--- src/rtl/linkedlist_pkg.sv ---
// Shared definitions for the linked-list walker: node format, NIL pointer,
// theta range and the walker state encoding.
package linkedlist_pkg;

  localparam int THETA_W = 8;
  localparam int PTR_W   = 12;
  localparam int PAY_W   = 20;
  localparam int NODE_W  = 32;
  localparam int CNT_W   = 12;
  localparam int HOP_W   = 13;

  // Node word layout: {next[31:20], payload[19:0]}
  localparam int NEXT_LSB = 20;
  localparam int PAY_LSB  = 0;

  localparam logic [PTR_W-1:0]   NIL_PTR   = 12'hFFF;
  localparam logic [THETA_W-1:0] THETA_MAX = 8'd180;
  localparam logic [CNT_W-1:0]   CNT_MAX   = 12'hFFF;

  typedef enum logic [2:0] {
    IDLE      = 3'd0,
    HEAD_RD   = 3'd1,
    HEAD_WAIT = 3'd2,
    NODE_RD   = 3'd3,
    NODE_WAIT = 3'd4,
    EMIT      = 3'd5,
    DONE      = 3'd6
  } state_e;

  function automatic logic [PTR_W-1:0] node_next(input logic [NODE_W-1:0] node);
    return node[NEXT_LSB +: PTR_W];
  endfunction

  function automatic logic [PAY_W-1:0] node_payload(input logic [NODE_W-1:0] node);
    return node[PAY_LSB +: PAY_W];
  endfunction

endpackage

--- src/rtl/linkedlist_walker.sv ---
// Walks a singly linked list stored in an external parameter SRAM, starting
// from the head pointer read from an external head SRAM indexed by theta.
// Both SRAMs are synchronous read (data one cycle after the address).
// Payload beats leave on a valid/ready port: node_data_o is held stable while
// node_valid_o is high, and a beat transfers on a cycle where both node_valid_o
// and node_ready_i are high at the rising clock edge.
// Optional feature: define LINKEDLIST_WALKER_LOOPGUARD_EN to add a hop counter
// that aborts a walk (err_o=1) on its 4096th node read, breaking cyclic lists.
module linkedlist_walker
  import linkedlist_pkg::*;
(
  input  logic               clk,
  input  logic               rstn,
  input  logic               start_i,
  input  logic [THETA_W-1:0] theta_i,
  output logic               busy_o,
  output logic [THETA_W-1:0] theta_addr_o,
  input  logic [PTR_W-1:0]   head_i,
  output logic [PTR_W-1:0]   param_addr_o,
  input  logic [NODE_W-1:0]  node_i,
  output logic               node_valid_o,
  input  logic               node_ready_i,
  output logic [PAY_W-1:0]   node_data_o,
  output logic               done_o,
  output logic [CNT_W-1:0]   count_o,
  output logic               err_o,
  output state_e             state_o
);

  state_e           state;
  logic [PTR_W-1:0] next_q;

`ifdef LINKEDLIST_WALKER_LOOPGUARD_EN
  logic [HOP_W-1:0] hops;
`endif

  // Busy in every state except IDLE; decoded straight from the state flop.
  assign busy_o  = (state != IDLE);
  assign state_o = state;

  // Walker FSM with all outputs registered alongside the state.
  always_ff @(posedge clk or negedge rstn) begin
    if (!rstn) begin
      state        <= IDLE;
      next_q       <= NIL_PTR;
      theta_addr_o <= '0;
      param_addr_o <= '0;
      node_valid_o <= 1'b0;
      node_data_o  <= '0;
      done_o       <= 1'b0;
      count_o      <= '0;
      err_o        <= 1'b0;
`ifdef LINKEDLIST_WALKER_LOOPGUARD_EN
      hops         <= '0;
`endif
    end else begin
      done_o <= 1'b0;
      case (state)
        IDLE: begin
          if (start_i) begin
            count_o <= '0;
            err_o   <= 1'b0;
`ifdef LINKEDLIST_WALKER_LOOPGUARD_EN
            hops    <= '0;
`endif
            if (theta_i > THETA_MAX) begin
              // Out-of-range bin: finish at once without touching the SRAMs.
              err_o  <= 1'b1;
              done_o <= 1'b1;
              state  <= DONE;
            end else begin
              theta_addr_o <= theta_i;
              state        <= HEAD_RD;
            end
          end
        end
        HEAD_RD: state <= HEAD_WAIT;
        HEAD_WAIT: begin
          if (head_i == NIL_PTR) begin
            done_o <= 1'b1;
            state  <= DONE;
          end else begin
            param_addr_o <= head_i;
            state        <= NODE_RD;
          end
        end
        NODE_RD: begin
`ifdef LINKEDLIST_WALKER_LOOPGUARD_EN
          // 4095 earlier node reads means this is the 4096th: treat as a loop.
          if (hops == HOP_W'(4095)) begin
            err_o  <= 1'b1;
            done_o <= 1'b1;
            state  <= DONE;
          end else begin
            hops  <= hops + 1'b1;
            state <= NODE_WAIT;
          end
`else
          state <= NODE_WAIT;
`endif
        end
        NODE_WAIT: begin
          node_data_o  <= node_payload(node_i);
          next_q       <= node_next(node_i);
          node_valid_o <= 1'b1;
          state        <= EMIT;
        end
        EMIT: begin
          if (node_ready_i) begin
            node_valid_o <= 1'b0;
            if (count_o != CNT_MAX) count_o <= count_o + 1'b1;
            if (next_q == NIL_PTR) begin
              done_o <= 1'b1;
              state  <= DONE;
            end else begin
              param_addr_o <= next_q;
              state        <= NODE_RD;
            end
          end
        end
        DONE:    state <= IDLE;
        default: state <= IDLE;
      endcase
    end
  end

endmodule
--- config.mk ---
export PLATFORM = sky130hd
export DESIGN_NAME = linkedlist_walker
export DESIGN_NICKNAME = d
export VERILOG_FILES = /design/src/rtl/linkedlist_pkg.sv /design/src/rtl/linkedlist_walker.sv
export SDC_FILE = /design/constraint.sdc
export NUM_CORES = 1
export LEC_CHECK = 0
export CORE_MARGIN = 5
export CORE_UTILIZATION = 41
export DETAILED_ROUTE_END_ITERATION = 8
export GPL_TIMING_DRIVEN = 0
export PLACE_DENSITY = 0.74
export SLEW_MARGIN = 0
export SYNTH_ARGS = -nofsm -noshare
export SYNTH_HDL_FRONTEND = slang
export SYNTH_SLANG_ARGS = --single-unit
--- constraint.sdc ---
create_clock -name clk -period 1.9 [get_ports clk]
set_input_delay 0.475 -clock clk [delete_from_list [all_inputs] [get_ports clk]]
set_output_delay 0.475 -clock clk [all_outputs]
set_load 0.02 [all_outputs]
After elaboration in Yosys (flattened, before gate mapping)
Index checks and enable logic that the tools add are counted.
{ "op_classes": {"add_sub_neg": 1, "multipliers": 0, "div": 0, "n_lt_le_gt_ge": 1, "n_eq_ne": 13, "shifts": 0, "muxes": 22, "n_bitwise": 1, "reduce_logical": 11} }
{ "op_table": {"columns": ["op", "count"], "rows": [
  ["12-bit two-way mux", 6],
  ["12-bit one-hot mux with 2 select lines", 2],
  ["12-bit equality test (second input constant)", 2],
  ["3-bit one-hot mux with 6 select lines", 1],
  ["3-bit two-way mux", 5],
  ["12-bit by 1-bit adder with 12-bit output (second input constant)", 1],
  ["12-bit != test (second input constant)", 1],
  ["2-bit != test (second input constant)", 5],
  ["8-bit greater-than comparator (second input constant)", 1],
  ["4-bit AND reduction", 2],
  ["3-bit by 2-bit equality test with 1-bit output (second input constant)", 2],
  ["3-bit equality test (second input constant)", 2],
  ["1-bit two-way mux", 6],
  ["2-bit AND reduction", 3],
  ["2-bit nonzero test", 3],
  ["3-bit by 1-bit equality test with 1-bit output (second input constant)", 1],
  ["3-bit logical NOT", 1],
  ["1-bit one-hot mux with 3 select lines", 1],
  ["3-bit AND reduction", 1],
  ["3-bit nonzero test", 1],
  ["1-bit one-hot mux with 2 select lines", 1],
  ["1-bit inverter", 1]
]} }
{ "word_totals": {"ff_bits": 70, "latch_bits": 0, "ram_bits": 0, "rom_bits": 0, "input_bits": 56, "output_inout_bits": 59, "word_cells": 58, "mem_count": 0} }

Depth between registers and ports, before layout
{ "depth": {"depth_word": 4, "depth_mapped": 6, "depth_no_buf": 5} }

Least setup slack after synthesis
Ideal clock, no wire load.
{ "synth_path": {"path_type": "reg2reg", "from": "reg state[1], in the netlist state_o[1]", "to": "reg param_addr_o[0]", "setup_ns": 0.125, "t_arrival_ns": 1.864, "required_time_ns": 1.775, "path_slack_ns": -0.090, "path_stages_with_launch": 7, "path_buffers": 2, "period_less_slack_ns": 1.990, "path_cell_list": "dfrtp_1 > buf_6 > or3b_4 > nor4_4 > a211oi_2 > buf_6 > mux2_4"} }
{ "synth_via": {"elab_chain_cells": 3, "word_cells_on_any_way": 8, "cone_classes": "eq/ne (5); mux (1); reduce/logical (2)"} }
{ "synth_lines": {"columns": ["element", "line_no", "source"], "rows": [
  ["from (decl)", "linkedlist_walker.sv:30", "state_e state;"],
  ["from (signal assigned)", "linkedlist_walker.sv:44", "state <= IDLE;"],
  ["from (signal assigned)", "linkedlist_walker.sv:70", "state <= DONE;"],
  ["from (signal assigned)", "linkedlist_walker.sv:73", "state <= HEAD_RD;"],
  ["3-bit equality test or 3-bit by 2-bit equality test with 1-bit output (tied branches)", "linkedlist_walker.sv:58", "case (state)"],
  ["2-bit != test (no line) or 2-bit nonzero test (tied branches)", null, null],
  ["4-bit AND reduction (no line)", null, null],
  ["to (signal assigned)", "linkedlist_walker.sv:83", "param_addr_o <= head_i;"],
  ["to (signal assigned)", "linkedlist_walker.sv:116", "param_addr_o <= next_q;"],
  ["to (decl)", "linkedlist_walker.sv:19", "output logic [PTR_W-1:0] param_addr_o,"]
]} }
Several ways; a longest one is shown, not always the timed one.
A chain may end at the register's enable or synchronous reset.

Worst setup path after layout
{ "layout_path": {"from": "reg state[2], in the netlist state_o[2]", "to": "reg param_addr_o[3]"} }
The elaborated chain is that of the path after synthesis.

==> run summary <==
post-synth cell types - 50
CP startpoint kind - register
Syn Std Cell Area - 3330 um^2
via count of the routed design - 2706
Worst-Margin Slew - 0.874 ns
first-pass GRT wire length - 13700 um
Final ANT Viol Nets - 0
layout cells sized above 1 - 27.6%
Worst-path clk slew - 0.08 ns
initial antenna violation count - 0
top post-synthesis cells by count - 58 x dfrtp_1, 44 x nand2_1, 40 x mux2_2
static leakage - 2.24 nW
I/O Pins - 115
Detailed Place HPWL - 6130 um
endpoints failing setup - 0
leading post-synthesis cells by cell area - dfrtp_1 44%, mux2_2 14%, dfstp_2 9.5%
Max FO, Critical Path - 5
worst vdd ir - 0.000815 V
Core Area - 7810 um^2
flops & latches, synth - 70
PwrDens - 1520 nW/um^2
1st-pass router iterations - 4
area delta synth->final - 48.4%
Post-synth EDFFs - 0
# Max-Cap Violations - 0
post-synthesis instance total - 281
PortBufs - 114
Seq/Total Area, Yosys - 53.0%
minimum clock period - 1.89 ns
XOR/XNOR Fraction of Synth Area - 0%
RSZ-0062 raised after global routing - yes
Die Y - 100 um
Worst slew margin - 41.7%
Clock Latency Late Sink - 0.35 ns
Clock Skew - 0.0128 ns
Final Hold Viols - 0
Hold Crit Class - input pin to asynchronous set/reset pin
total gr overflow - 0
Initial Util - 42.7%
largest family of logic cells by synthesized area - multiplexers
Critical Path RT - 2.14 ns
wire length per cell - 16.3 um
clock root buffer - clkbuf_8
row count - 32
multiplexer area fraction after synthesis - 18.7%
critical path arrival - 2.13 ns
area leader, netlist - dfrtp_1
Setup CP Type - register to register
syn_nets - 338
ys async rst share - 100%
vias per inst - 5.18
most common cell in the netlist - dfrtp_1
cts hold-fix bufs - 0
GPL Wtd Cong - 0.809
nets - 472
antenna diode count - 0
setup TNS - 0 ns
final instance area - 4950 um^2
vias in the first global route - 2734
Die ar. - 10000 um^2
largest net degree at the start of global routing - 71
DR DRC count - 0
Placed Area - 4600 um^2
GRT Total Usage - 17.3%
clk sink count - 70
wirelength, routed - 8490 um
Yosys Warn Count - 0
Inserted Clock Buffers - 9
Primary FF master, synth - dfrtp_1
Compound-Gate Fraction of Synth Area - 9.34%
H-tree depth - 3
final period utilization - 99.7%
status - finished, final reports clean
Die W - 100 um
clk buf depth - 2
Adder-Cell Fraction of Synth Area - 0.375%
Mean Syn Cell Area - 11.9 um^2
CTS tree - built
final setup margin - 0.00629 ns
starting DRC count in detailed routing - 73
Synth top area share - 43.5%
Final Max Tran Viols - 0
Critical Path Sink Type - register
DP Worst Slack - -0.514 ns
Simple-Gate Fraction of Synth Area - 15.9%
Achievable Freq - 528 MHz
final timing paths:
kind                                        end  cells after the start        from  slack [ns]
worst max-delay path            param_addr_o[3]                      5  state_o[2]       0.006
worst min-delay path            theta_addr_o[0]                      1        rstn        0.25
worst max register to register  param_addr_o[3]                      5  state_o[2]       0.006
worst min register to register            err_o                      2       err_o        0.49
max in group asynchronous            state_o[2]                      1        rstn        1.05
min in group clk                          err_o                      2       err_o        0.49
per-layer routing:
metal  part of all wire, %  vias to the layer above  track usage, %
li1                      -                     1295               -
met1                    43                     1305            22.1
met2                    47                       96            26.9
met3                   8.7                       10            6.25
met4                   1.2                        0            6.53
met5                     0                        -               0
through the flow:
| stage | util (%) | std cells | power (mW) | hold slack (ns) |
|---|---|---|---|---|
| 6_report | 63.4 | 522 | 7.55 | 0.247 |
| 5_1_grt | 63.4 | 522 | 8.00 | 0.319 |
| 4_1_cts | 62.7 | 519 | 7.54 | 0.272 |
| 3_5_place_dp | 59.0 | 497 | 6.15 | 0.473 |
| 3_3_place_gp | 59.0 | 497 | 6.08 | 0.468 |
| 2_1_floorplan | - | 281 | 4.64 | 0.179 |
cell type report:
| cell class | instances | area, um^2 |
|---|---|---|
| Sequential cell | 70 | 1770 |
| Fill cell | 642 | 2860 |
| Inverter | 3 | 11.3 |
| Buffer | 13 | 100 |
| Timing Repair Buffer | 125 | 1220 |
| Clock buffer | 11 | 131 |
| Clock inverter | 5 | 60.1 |
| Tap cell | 102 | 128 |
| Multi-Input combinational cell | 193 | 1530 |
state kept, by name (all words and copies together) (netlist names):
name          count
theta_addr_o      8
param_addr_o     12
done_o            1
err_o             1
count_o          12
node_data_o      20
next_q           12
node_valid_o      1
state_o           3
cell usage in the layout (no fill, tap or decap), types with 8 or more instances in the layout:
cell type / netlist / final
dfstp_2: 12 / 12
nand4_1: 9 / 9
clkdlybuf4s50_1: 0 / 101
clkbuf_8: 0 / 11
nand2_1: 44 / 44
mux2_2: 40 / 38
dfrtp_1: 58 / 55
mux2_4: 10 / 12
and3_1: 8 / 8
buf_4: 0 / 13
dlygate4sd2_1: 0 / 9
nor2_1: 10 / 10
kinds of logic after synthesis:
kind of cell    Yosys count
buf+inv                  18
mux                      52
compound gates           39
fa+ha+maj                 1
simple gates            101
flops                    70
timing repair:
action,in CTS,in global routing
endpoints found under the hold margin,0,0
endpoints found under the setup margin,63,43
gates cloned,1,0
pin swaps,3,2
setup buffers,7,3
gates resized for setup,33,13
where the power goes:
group	switching, mW	leakage (nW)	total, mW	internal (mW)
clock	0.584	0.0939	1.20	0.612
sequential	0.370	0.841	2.60	2.23
combinational	1.67	1.31	3.75	2.09
total	2.62	2.24	7.55	4.93
critical path: stages, from the launching register on:
cell	delay (ns)
dfrtp_2	0.43
buf_6	0.13
or3b_4	0.42
a211oi_4	0.31
buf_6	0.19
mux2_4	0.30
No activity file was read; power rests on OpenSTA's default activity.
